### config.mk
export PLATFORM = sky130hd
export DESIGN_NAME = serial_uart_bridge
export DESIGN_NICKNAME = d
export VERILOG_FILES = /design/src/rtl/serial_uart_bridge_pkg.sv /design/src/rtl/serial_fifo.sv /design/src/rtl/serial_uart_bridge.sv
export SDC_FILE = /design/constraint.sdc
export NUM_CORES = 1
export LEC_CHECK = 0
export CAP_MARGIN = 20
export CORE_MARGIN = 1.5
export CORE_UTILIZATION = 25
export DETAILED_ROUTE_END_ITERATION = 12
export PLACE_DENSITY_LB_ADDON = 0.08
export SETUP_SLACK_MARGIN = 0.4
export SYNTH_ARGS = -nofsm -noshare
export SYNTH_HDL_FRONTEND = slang
export SYNTH_SLANG_ARGS = --single-unit
### constraint.sdc
create_clock -name clock -period 5.3 [get_ports clock]
set_input_delay 1.06 -clock clock [delete_from_list [all_inputs] [get_ports clock]]
set_output_delay 1.06 -clock clock [all_outputs]
set_load 0.02 [all_outputs]
### src/rtl/serial_uart_bridge_pkg.sv
// Shared definitions for the serial UART bridge:
// FSM state encoding and default bit timing.
package serial_bridge_defs;

    typedef enum logic [1:0] {
        ST_IDLE  = 2'd0,
        ST_START = 2'd1,
        ST_DATA  = 2'd2,
        ST_STOP  = 2'd3
    } uart_state_t;

    localparam int DEFAULT_CLKS_PER_BIT = 434;

endpackage

### src/rtl/serial_fifo.sv
// Synchronous FIFO with registered full/empty flags
// and a registered show-ahead head output.
module serial_fifo #(
    parameter int WIDTH = 8,
    parameter int AW    = 4
) (
    input  logic             clock,
    input  logic             reset,
    input  logic             push,
    input  logic [WIDTH-1:0] wdata,
    input  logic             pop,
    output logic [WIDTH-1:0] rdata,
    output logic             full,
    output logic             empty
);

    localparam int DEPTH = 1 << AW;

    logic [WIDTH-1:0] mem [DEPTH];
    logic [AW:0]      wptr;
    logic [AW:0]      rptr;
    logic [AW:0]      wptr_n;
    logic [AW:0]      rptr_n;
    logic             do_push;
    logic             do_pop;

    assign do_push = push && !full;
    assign do_pop  = pop && !empty;
    assign wptr_n  = wptr + {{AW{1'b0}}, do_push};
    assign rptr_n  = rptr + {{AW{1'b0}}, do_pop};

    always_ff @(posedge clock) begin
        if (do_push) begin
            mem[wptr[AW-1:0]] <= wdata;
        end
    end

    // Head is refreshed only while data remains, so it holds once drained.
    always_ff @(posedge clock) begin
        if (reset) begin
            wptr  <= '0;
            rptr  <= '0;
            full  <= 1'b0;
            empty <= 1'b1;
            rdata <= '0;
        end else begin
            wptr  <= wptr_n;
            rptr  <= rptr_n;
            empty <= (wptr_n == rptr_n);
            full  <= (wptr_n[AW] != rptr_n[AW]) &&
                     (wptr_n[AW-1:0] == rptr_n[AW-1:0]);
            if (wptr_n != rptr_n) begin
                if (do_push && (wptr[AW-1:0] == rptr_n[AW-1:0])) begin
                    rdata <= wdata;
                end else begin
                    rdata <= mem[rptr_n[AW-1:0]];
                end
            end
        end
    end

endmodule

### src/rtl/serial_uart_bridge.sv
// Core-side byte queues bridged to an 8N1 UART line,
// with sticky drop/error flags.
module serial_uart_bridge
    import serial_bridge_defs::*;
#(
    parameter int CLKS_PER_BIT = DEFAULT_CLKS_PER_BIT,
    parameter int FIFO_AW      = 4
) (
    input  logic       clock,
    input  logic       reset,
    input  logic [7:0] cpu_data_in,
    input  logic       cpu_wren_in,
    input  logic       cpu_rden_in,
    output logic [7:0] cpu_data_out,
    output logic       cpu_valid_out,
    output logic       cpu_ready_out,
    input  logic       uart_rx_in,
    output logic       uart_tx_out,
    output logic       tx_overflow_out,
    output logic       rx_overrun_out,
    output logic       rx_framing_err_out
);

    localparam int CW = $clog2(CLKS_PER_BIT);
    localparam logic [CW-1:0] BIT_LAST  = CW'(CLKS_PER_BIT - 1);
    localparam logic [CW-1:0] HALF_LAST = CW'(CLKS_PER_BIT / 2 - 1);

    logic [7:0]  tx_head;
    logic        tx_full;
    logic        tx_empty;
    logic        tx_pop;
    uart_state_t tx_state;
    uart_state_t tx_state_n;
    logic [CW-1:0] tx_cnt;
    logic [CW-1:0] tx_cnt_n;
    logic [2:0]  tx_bit;
    logic [2:0]  tx_bit_n;
    logic [7:0]  tx_sh;
    logic [7:0]  tx_sh_n;
    logic        tx_line;
    logic        tx_line_n;

    serial_fifo #(.WIDTH(8), .AW(FIFO_AW)) u_tx_fifo (
        .clock (clock),
        .reset (reset),
        .push  (cpu_wren_in),
        .wdata (cpu_data_in),
        .pop   (tx_pop),
        .rdata (tx_head),
        .full  (tx_full),
        .empty (tx_empty)
    );

    always_ff @(posedge clock) begin
        if (reset) begin
            tx_state <= ST_IDLE;
            tx_cnt   <= '0;
            tx_bit   <= '0;
            tx_sh    <= '0;
            tx_line  <= 1'b1;
        end else begin
            tx_state <= tx_state_n;
            tx_cnt   <= tx_cnt_n;
            tx_bit   <= tx_bit_n;
            tx_sh    <= tx_sh_n;
            tx_line  <= tx_line_n;
        end
    end

    always_comb begin
        tx_state_n = tx_state;
        tx_cnt_n   = tx_cnt;
        tx_bit_n   = tx_bit;
        tx_sh_n    = tx_sh;
        tx_line_n  = tx_line;
        tx_pop     = 1'b0;
        unique case (tx_state)
            ST_IDLE: begin
                if (!tx_empty) begin
                    tx_pop     = 1'b1;
                    tx_sh_n    = tx_head;
                    tx_line_n  = 1'b0;
                    tx_cnt_n   = '0;
                    tx_state_n = ST_START;
                end
            end
            ST_START: begin
                if (tx_cnt == BIT_LAST) begin
                    tx_cnt_n   = '0;
                    tx_bit_n   = '0;
                    tx_line_n  = tx_sh[0];
                    tx_state_n = ST_DATA;
                end else begin
                    tx_cnt_n = tx_cnt + 1'b1;
                end
            end
            ST_DATA: begin
                if (tx_cnt == BIT_LAST) begin
                    tx_cnt_n = '0;
                    if (tx_bit == 3'd7) begin
                        tx_line_n  = 1'b1;
                        tx_state_n = ST_STOP;
                    end else begin
                        tx_bit_n  = tx_bit + 1'b1;
                        tx_sh_n   = tx_sh >> 1;
                        tx_line_n = tx_sh[1];
                    end
                end else begin
                    tx_cnt_n = tx_cnt + 1'b1;
                end
            end
            ST_STOP: begin
                if (tx_cnt == BIT_LAST) begin
                    tx_cnt_n = '0;
                    // Chain straight into the next start bit when queued.
                    if (!tx_empty) begin
                        tx_pop     = 1'b1;
                        tx_sh_n    = tx_head;
                        tx_line_n  = 1'b0;
                        tx_state_n = ST_START;
                    end else begin
                        tx_state_n = ST_IDLE;
                    end
                end else begin
                    tx_cnt_n = tx_cnt + 1'b1;
                end
            end
            default: tx_state_n = ST_IDLE;
        endcase
    end

    logic [1:0]  rx_sync;
    logic        rx_s;
    logic        rx_full;
    logic        rx_empty;
    logic        rx_push;
    logic        set_overrun;
    logic        set_framing;
    uart_state_t rx_state;
    uart_state_t rx_state_n;
    logic [CW-1:0] rx_cnt;
    logic [CW-1:0] rx_cnt_n;
    logic [2:0]  rx_bit;
    logic [2:0]  rx_bit_n;
    logic [7:0]  rx_sh;
    logic [7:0]  rx_sh_n;

    assign rx_s = rx_sync[1];

    serial_fifo #(.WIDTH(8), .AW(FIFO_AW)) u_rx_fifo (
        .clock (clock),
        .reset (reset),
        .push  (rx_push),
        .wdata (rx_sh),
        .pop   (cpu_rden_in),
        .rdata (cpu_data_out),
        .full  (rx_full),
        .empty (rx_empty)
    );

    always_ff @(posedge clock) begin
        if (reset) begin
            rx_sync  <= 2'b11;
            rx_state <= ST_IDLE;
            rx_cnt   <= '0;
            rx_bit   <= '0;
            rx_sh    <= '0;
        end else begin
            rx_sync  <= {rx_sync[0], uart_rx_in};
            rx_state <= rx_state_n;
            rx_cnt   <= rx_cnt_n;
            rx_bit   <= rx_bit_n;
            rx_sh    <= rx_sh_n;
        end
    end

    always_comb begin
        rx_state_n  = rx_state;
        rx_cnt_n    = rx_cnt;
        rx_bit_n    = rx_bit;
        rx_sh_n     = rx_sh;
        rx_push     = 1'b0;
        set_overrun = 1'b0;
        set_framing = 1'b0;
        unique case (rx_state)
            ST_IDLE: begin
                if (!rx_s) begin
                    rx_cnt_n   = '0;
                    rx_state_n = ST_START;
                end
            end
            ST_START: begin
                // Mid-bit recheck rejects short glitches.
                if (rx_cnt == HALF_LAST) begin
                    rx_cnt_n   = '0;
                    rx_bit_n   = '0;
                    rx_state_n = rx_s ? ST_IDLE : ST_DATA;
                end else begin
                    rx_cnt_n = rx_cnt + 1'b1;
                end
            end
            ST_DATA: begin
                if (rx_cnt == BIT_LAST) begin
                    rx_cnt_n = '0;
                    rx_sh_n  = {rx_s, rx_sh[7:1]};
                    if (rx_bit == 3'd7) begin
                        rx_state_n = ST_STOP;
                    end else begin
                        rx_bit_n = rx_bit + 1'b1;
                    end
                end else begin
                    rx_cnt_n = rx_cnt + 1'b1;
                end
            end
            ST_STOP: begin
                if (rx_cnt == BIT_LAST) begin
                    rx_cnt_n   = '0;
                    rx_state_n = ST_IDLE;
                    if (!rx_s) begin
                        set_framing = 1'b1;
                    end else if (rx_full) begin
                        set_overrun = 1'b1;
                    end else begin
                        rx_push = 1'b1;
                    end
                end else begin
                    rx_cnt_n = rx_cnt + 1'b1;
                end
            end
            default: rx_state_n = ST_IDLE;
        endcase
    end

    always_ff @(posedge clock) begin
        if (reset) begin
            tx_overflow_out    <= 1'b0;
            rx_overrun_out     <= 1'b0;
            rx_framing_err_out <= 1'b0;
        end else begin
            if (cpu_wren_in && tx_full) tx_overflow_out <= 1'b1;
            if (set_overrun) rx_overrun_out <= 1'b1;
            if (set_framing) rx_framing_err_out <= 1'b1;
        end
    end

    assign uart_tx_out   = tx_line;
    assign cpu_valid_out = !rx_empty;
    assign cpu_ready_out = !tx_full;

endmodule

# After elaboration in Yosys (flattened, before gate mapping)
# Memories as Yosys holds them, arrays and structs flattened. A register that Yosys moved wholly into a read port is not among the register bits.
# Cells that the tools add are included.
# totals
in_bits,13
memories,2
mem_bits_rw,256
output_inout_bits,14
regBits,74
# classes
n_mux,58
reduce_logical,25
addsub,8
n_eq_ne,31
# mem_list
name,depth,width,read_ports,rd_ports_with_merged_regs,write_ports,line,source
u_rx_fifo.mem,16,8,1,1,1,serial_fifo.sv:19,logic [WIDTH-1:0] mem [DEPTH];
u_tx_fifo.mem,16,8,1,1,1,serial_fifo.sv:19,
# op_table
operator,count
9-bit 2-to-1 mux,5
8-bit 2-to-1 mux,4
9-bit case mux with 3 select lines,1
2-bit != test (second input constant),12
8-bit case mux with 3 select lines,1
1-bit 2-to-1 mux,23
2-bit 2-to-1 mux,11
5-bit by 1-bit adder with 5-bit output,4
9-bit by 1-bit adder with 9-bit output (second input constant),2
9-bit equality test (second input constant),2
3-bit 2-to-1 mux,6
9-bit case mux with 2 select lines,1
2-bit case mux with 4 select lines,2
3-bit case mux with 2 select lines,2
4-bit AND reduction,3
5-bit equality test,2
5-bit != test,2
5-bit AND reduction,2
9-bit by 8-bit equality test with 1-bit output (second input constant),1
2-bit equality test (second input constant),4
4-bit equality test,2
1-bit logical AND,7
3-bit by 1-bit adder with 3-bit output (second input constant),2
3-bit equality test (second input constant),2
12 further kinds,19

# Logic depth before layout (Yosys ltp)
# Gate-level depths: netlist (run 1).
# logic_depth
word_depth,8
depth_mapped,17

# Hierarchy
# From an unflattened synthesis (run 1), not the netlist that was laid out.
# unflattened
hier_cells,951
area_unflattened_um2,14816.7
# by_module_without_submodules
mod,cells_per_inst,n_inst,area_each_um2
serial_fifo (u_rx_fifo),328,1,6055.8
serial_fifo (u_tx_fifo),325,1,6052.1
serial_uart_bridge,298,1,2708.8

# Least setup slack after synthesis (run 1)
# OpenSTA, ideal clock, no wires.
# synth_path
path_type,input-to-reg
from,in cpu_rden_in
to,"reg u_rx_fifo.rdata[3], read port of u_rx_fifo.mem"
path_stages,10
path_slack_ns,2.085
required_time_ns,5.174
arrival_ns,3.089
path_buffers,2
cell_sequence,nor2b_1 > ha_1 > ha_1 > buf_1 > clkbuf_1 > mux4_2 > nand2_1 > a21oi_1 > a31oi_1 > o211ai_1
# synth_between
elab_chain_cells,3
# synth_rtl
element,line,source
"start, declared",serial_uart_bridge.sv:13,"input logic cpu_rden_in,"
1-bit logical AND *,serial_fifo.sv:28,assign do_pop = pop && !empty;
5-bit by 1-bit adder with 5-bit output *,serial_fifo.sv:30,"assign rptr_n = rptr + {{AW{1'b0}}, do_pop};"
named net u_rx_fifo.rptr_n[1],serial_fifo.sv:23,logic [AW:0] rptr_n;
5-bit != test,serial_fifo.sv:52,if (wptr_n != rptr_n) begin
"end, declared",serial_fifo.sv:12,"output logic [WIDTH-1:0] rdata,"
# The timed path passes the listed nets; every way through them passes the cells marked *.
# A chain may end at the register's enable or synchronous reset.

# Final worst setup path (run 1)
# layout_path
from,reg tx_cnt[0]
to,"reg u_tx_fifo.rdata[4], read port of u_tx_fifo.mem"
# layout_between
elab_chain_cells,6
# layout_rtl
element,line,source
"start, declared",serial_uart_bridge.sv:34,logic [CW-1:0] tx_cnt;
"start signal, assigned",serial_uart_bridge.sv:63,tx_cnt <= tx_cnt_n;
9-bit equality test *,serial_uart_bridge.sv:113,if (tx_cnt == BIT_LAST) begin
1-bit 2-to-1 mux *,serial_uart_bridge.sv:113,
1-bit case mux with 2 select lines *,serial_uart_bridge.sv:77,unique case (tx_state)
1-bit logical AND *,serial_fifo.sv:28,
5-bit by 1-bit adder with 5-bit output *,serial_fifo.sv:30,
5-bit != test,serial_fifo.sv:52,
"end, declared",serial_fifo.sv:12,
# Mark *: on every way between the ends. The rest lies on a longest branch, timed or not.

==> results.cfg, run 1 <==
[floorplanning]
core_area_um2 = 56600
die_h_um = 243
pin_count = 27
die_x_um = 243
die_area_um2 = 59000
num_rows = 87
initial_core_util = 0.254

[drt]
ant_nets = 0
drc = 0
num_vias = 8552
avgViaCountPerCell = 4.51
dr.pass1.iters = 4
wl_per_cell_um = 19.5
finalWirelength_mm = 37.0
drt_iter0_drc = 451

[timing]
fin_crit_sh = 0.748
slew_violations = 0
relSlewSlack = 0.342
clock_skew_ps = 30.9
grt_setup_unrepaired = no
hold_viol = 0
finalCriticalPeriod_ps = 3970
clock.fmax_ghz = 0.252
worst_pin_slew_ps = 983
hold_ws_ps = 432
fin_setup_tns_ps = 0
setup_viol = 0

[synthesis]
async_flop_share = 0
synth_edf_count = 256
netlist_area_um2 = 14400
synth.top_cell.area_share = 0.534
yosys_most_used_dff = edfxtp_1
synthTopCellsByArea = edfxtp_1 (53%), dfxtp_1 (13%), mux2i_1 (4.2%)
ys_warn_count = 0
synth_cells = 1075
yosysUniqueCellTypes = 63
synth.largest_area_cell = edfxtp_1
synth_nets = 1110
synth_area_per_cell_um2 = 13.4
ys_seq_area_frac = 0.659
synthTopCellsByCount = edfxtp_1 (256), nand2_1 (120), nor2_1 (99)
ys_ff_latch = 346
synth.most_common_cell = edfxtp_1

[power]
p_clk_frac = 0.383
power_frac_comb = 0.181
p_switching_mw = 1.96
leakagePower_nw = 5.41
intPower_mw = 5.02
switching_share = 0.281
power_density_nw_per_um2 = 415
ir_drop_v = 0.000212
seqPwrFrac = 0.437

[layout]
multi_input_area_um2 = 4630
nNetsFinal = 1143
syn_to_final_growth_pct = 17.0
drive_above_1_share = 0.104
final_util = 0.297
regArea_um2 = 9490
fill_cells = 5739
fin_area_um2 = 16800
antenna_cells = 0

[clock_tree]
cts_tree = yes
ctsResizeCount = 0
cts_sinks = 346
clockRootBuffer = clkbuf_16
clockBufferDepth = 3
clock_latency_ps = 570
post_cts_buffers = 0
cts_hold_buffers = 0
clk_pin_slew_worst_paths_ps = 60
cts_buffers = 42
cts_htree_levels = 2

[place]
globalplace.congestion = 0.701
hpwl_mm = 23.2
port_buffers = 26
placed_cell_area_um2 = 15600

[worst_setup_path]
critical_path_arrival_ps = 4460
critPathSlowestCell = xor2_4
end_kind = flip-flop
cp_cell_sequence = ha_1 > nand4_1 > nor4_4 > buf_4 > a21oi_1 > nor3_1 > ha_2 > ha_1 > xor2_4 > buf_12 > mux2i_1 > a32oi_1 > nand4_1 > a311o_1 > a21oi_1
path_class = reg2reg
crit_required_ps = 5800
crit_path_max_fanout = 28
slowest_delay_ps = 540
startpoint_type = flip-flop

[global_routing]
antenna_found_initial = 0
grt_pass1_wl_mm = 56.6
grt_pass1_vias = 8783
grt.total_usage = 0.127
grt_max_degree = 58
overflow = 0

[run_status]
status = complete, no violations

[min_path]
worst_hold_path_type = reg2reg

[flow_run]
drv_cap = 0
## sequential cells by signal, summed over array words and instances, names as in the netlist, 2 cells and up, named ones only
register,flops
u_tx_fifo.mem,128
u_tx_fifo.rdata,8
u_rx_fifo.rptr,5
u_rx_fifo.wptr,5
rx_bit,3
rx_sh,8
rx_cnt,9
u_rx_fifo.rdata,8
tx_sh,8
tx_cnt,9
rx_sync,2
u_rx_fifo.mem,128
u_tx_fifo.rptr,5
u_tx_fifo.wptr,5
tx_bit,3
tx_state,2
## logic make-up (layout without fill, tap and decap cells)
logic type	Yosys count	in the layout	synth area share
AND/OR/NAND/NOR	367	367	0.122
flip-flops	346	346	0.659
AO/OA/AOI/OAI	143	143	0.0723
multiplexers	86	86	0.0800
buffers and inverters	77	142	0.0228
XOR/XNOR	34	34	0.0246
adder cells (fa/ha/maj)	22	22	0.0191
## placed cells by master, fill, tap and decap left out, types with 3 or more instances in the layout
| cell | Yosys | final |
|---|---|---|
| edfxtp_1 | 256 | 256 |
| nand2_1 | 120 | 120 |
| nor2_1 | 99 | 99 |
| dfxtp_1 | 90 | 90 |
| mux2i_1 | 61 | 61 |
| clkbuf_16 | 0 | 43 |
| nand3_1 | 39 | 39 |
| a21oi_1 | 30 | 30 |
| clkdlybuf4s50_1 | 0 | 25 |
| buf_4 | 4 | 25 |
| mux4_2 | 23 | 23 |
| a32oi_1 | 23 | 23 |
| clkbuf_1 | 30 | 22 |
| ha_1 | 22 | 21 |
| nor2b_1 | 20 | 20 |
| xnor2_1 | 17 | 17 |
| inv_1 | 15 | 15 |
| nand3b_1 | 15 | 15 |
| a311oi_1 | 13 | 13 |
| o21ai_0 | 12 | 12 |
| a31oi_1 | 12 | 12 |
| xor2_1 | 12 | 11 |
| a22oi_1 | 11 | 11 |
| and3_1 | 11 | 11 |
| a211oi_1 | 10 | 10 |
| nand4_1 | 9 | 9 |
| nor3_1 | 14 | 9 |
| nand2b_1 | 8 | 8 |
| a311o_1 | 8 | 8 |
| nor3_2 | 2 | 7 |
| nor3b_1 | 7 | 7 |
| a2111oi_0 | 6 | 6 |
| o211ai_1 | 6 | 6 |
| or3_1 | 5 | 5 |
| nor4_1 | 4 | 4 |
| clkinv_1 | 0 | 4 |
| xor2_4 | 1 | 3 |
| or2_2 | 3 | 3 |
## power groups by stage
stage / Sequential [mW] / Clock, mW / Combinational (mW)
5_1_grt: 3.06 / 2.88 / 1.41
2_1_floorplan: 3.08 / 0 / 0.953
6_report: 3.05 / 2.67 / 1.26
4_1_cts: 3.05 / 2.78 / 1.28
3_3_place_gp: 3.10 / 0 / 1.29
3_5_place_dp: 3.10 / 0 / 1.28
## routing by layer
metal,wire [um],vias up,global-route usage
met5,0,-,0
met4,959,0,0.0402
met3,1260,58,0.0244
met2,17100,130,0.202
met1,17700,4248,0.173
li1,-,4116,-
## cell type report
type | instances | area share
clock buffers | 67 | 0.0705
multi-input cells | 652 | 0.275
repair buffers | 51 | 0.0272
flip-flops and latches | 346 | 0.564
inverters | 15 | 0.00335
well taps | 756 | 0.0562
clock inverters | 9 | 0.00387
## worst max-delay path, delay by kind of cell, from the launching register on
kind                       cells  cell delay [ps]
AOI/OAI and AO/OA              4              820
DFF                            1              400
adders and majority gates      3              760
and+or+nand+nor                4              780
muxes                          1              120
buffers and inverters          2              470
xor gates and xnor gates       1              540
## metrics by stage
stage,power (mW),setup slack [ps],std cells
6_report,6.98,1330,1896
5_1_grt,7.35,1030,1896
4_1_cts,7.11,1320,1895
3_5_place_dp,4.38,1030,1819
3_3_place_gp,4.40,1050,1819
2_1_floorplan,4.03,2090,1075
## final timing paths
kind                                      to  slack (ps)  depth (start not counted)              startpoint
max reg2reg  u_tx_fifo.rdata[4]$_SDFFE_PP0P_        1330                         15  tx_cnt[0]$_SDFFE_PP0P_
max          u_tx_fifo.rdata[4]$_SDFFE_PP0P_        1330                         15  tx_cnt[0]$_SDFFE_PP0P_
min reg2reg            rx_sync[1]$_SDFF_PP1_         430                          1   rx_sync[0]$_SDFF_PP1_
min                    rx_sync[1]$_SDFF_PP1_         430                          1   rx_sync[0]$_SDFF_PP1_
Note: power is estimated with default switching activity, not from simulation.
==> run 2, diff against run 1 <==
clock period = 4 ns   (was 5.3 ns; I/O delays follow)
==> results.cfg, run 2 (synthesized netlist as in run 1, its figures left out) <==
[worst_setup_path]
rrSetupSlack_ps = 620
rr_startpoint = tx_cnt[1]$_SDFFE_PP0P_
crit_required_ps = 4470
startpoint_type = flip-flop
crit_path_max_fanout = 16
critical_path_arrival_ps = 3850
reg2regPathDepth = 15
path_class = reg2reg
worst_r2r_endpoint = u_tx_fifo.rdata[6]$_SDFFE_PP0P_
end_kind = flip-flop

[floorplanning]
initial_core_util = 0.254
die_area_um2 = 59000
die_x_um = 243
pin_count = 27
num_rows = 87
die_h_um = 243
core_area_um2 = 56600

[power]
power_density_nw_per_um2 = 563
leakagePower_nw = 5.72
ir_drop_v = 0.000292

[timing]
fin_crit_sh = 0.845
clock.fmax_ghz = 0.296
clock_skew_ps = 26.6
relSlewSlack = 0.400
setup_viol = 0
finalCriticalPeriod_ps = 3380
hold_viol = 0
grt_setup_unrepaired = no
slew_violations = 0
worst_pin_slew_ps = 899
fin_setup_tns_ps = 0

[global_routing]
grt_pass1_vias = 8976
grt_pass1_wl_mm = 58.1
overflow = 0
grt_max_degree = 72
grt.total_usage = 0.130
antenna_found_initial = 0

[clock_tree]
clockRootBuffer = clkbuf_16
cts_hold_buffers = 0
cts_buffers = 42
clk_pin_slew_worst_paths_ps = 60
cts_htree_levels = 2
cts_tree = yes
clockBufferDepth = 3
clock_latency_ps = 570
cts_sinks = 346

[layout]
regArea_um2 = 9490
fill_cells = 5762
instances_no_fill = 1933
layout_common_cells = edfxtp_1 (256), nand2_1 (120), nor2_1 (99)
nNetsFinal = 1178
multi_input_area_um2 = 4660
fin_area_um2 = 17400
syn_to_final_growth_pct = 20.9
antenna_cells = 0
final_common_cell = edfxtp_1
drive_above_1_share = 0.144

[place]
placed_cell_area_um2 = 15900
port_buffers = 26
dp.cells = 1851
hpwl_mm = 24.2
globalplace.congestion = 0.731

[drt]
num_vias = 8677
ant_nets = 0
drc = 0
dr.pass1.iters = 5
drt_iter0_drc = 523
finalWirelength_mm = 38.1
avgViaCountPerCell = 4.49
wl_per_cell_um = 19.7

[min_path]
min_from = u_tx_fifo.rdata[0]$_SDFFE_PP0P_
worst_hold_path_type = reg2reg
min_path_cells = 2
hold_end = u_tx_fifo.rdata[0]$_SDFFE_PP0P_

[run_status]
status = complete, no violations

[flow_run]
drv_cap = 0
## run 2: changes by cell type in the layout (fill, tap and decap cells not counted), moves of 3 or more
cell,delta
buf_4,+28
clkbuf_1,-14
buf_12,+6
bufinv_16,+5
clkbuf_8,+4
clkinv_1,+4
nor3_1,+4
nor3_2,-4
clkinv_2,+3
## run 2: worst max-delay path by stage
stage / start / end / slack (ps)
6_report: tx_cnt[1]$_SDFFE_PP0P_ / u_tx_fifo.rdata[6]$_SDFFE_PP0P_ / 620
5_1_grt: tx_cnt[1]$_SDFFE_PP0P_ / u_tx_fifo.rdata[6]$_SDFFE_PP0P_ / 420
4_1_cts: tx_cnt[0]$_SDFFE_PP0P_ / u_tx_fifo.rdata[2]$_SDFFE_PP0P_ / 430
3_5_place_dp: cpu_rden_in / u_rx_fifo.rdata[0]$_SDFFE_PP0N_ / 230
3_3_place_gp: cpu_rden_in / u_rx_fifo.rdata[0]$_SDFFE_PP0N_ / 230
2_1_floorplan: rx_cnt[0]$_SDFFE_PP0P_ / u_rx_fifo.rdata[6]$_SDFFE_PP0N_ / 810
## run 2: routing by layer
metal | part of all wire | wire length, um | up-vias | track usage
met3 | 0.031 | 1200 | 49 | 0.0213
met4 | 0.020 | 772 | 0 | 0.0387
met5 | 0 | 0 | - | 0
met1 | 0.49 | 18700 | 4331 | 0.184
li1 | - | - | 4183 | -
met2 | 0.46 | 17400 | 114 | 0.202
## run 2: stage by stage
step                       util  setup slack [ps]  power, mW  hold slack (ps)
final                     0.307               618       9.80              455
after global placement    0.280               230       5.93              447
after floorplan               -               814       5.34              389
after detailed placement  0.280               226       5.92              453
after global routing      0.307               416       10.3              490
after CTS                 0.306               428       9.93              460
## run 2: timing repair
| action | in CTS | in global routing |
|---|---|---|
| setup buffers | 0 | 2 |
| resized for setup | 2 | 9 |
| cloned | 0 | 1 |
| endpoints found under the setup margin | 13 | 16 |
| pin swaps | 1 | 5 |
## run 2: power by group
group,switching (mW),internal (mW),leakage [nW]
clock,1.53,2.41,0.704
sequential,0.0846,3.95,3.07
combinational,1.08,0.745,1.94
total,2.69,7.11,5.72
## run 2: area by class of cell
| class | instances | share of cell area |
|---|---|---|
| multi-input cells | 652 | 0.268 |
| flip-flops and latches | 346 | 0.545 |
| well taps | 756 | 0.0544 |
| clock buffers | 57 | 0.0683 |
| clock inverters | 21 | 0.0139 |
| repair buffers | 86 | 0.0467 |
| inverters | 15 | 0.00324 |
## run 2: critical path: stages (launching register included)
cell	delay, ps
dfxtp_1	320
inv_1	70
ha_1	140
nand4_1	140
nor4_4	180
a21oi_1	110
nor3_2	230
ha_4	200
ha_4	180
xor2_4	190
buf_12	190
a2111oi_0	90
a311oi_1	490
nand2_1	200
a311o_1	420
a21oi_1	130
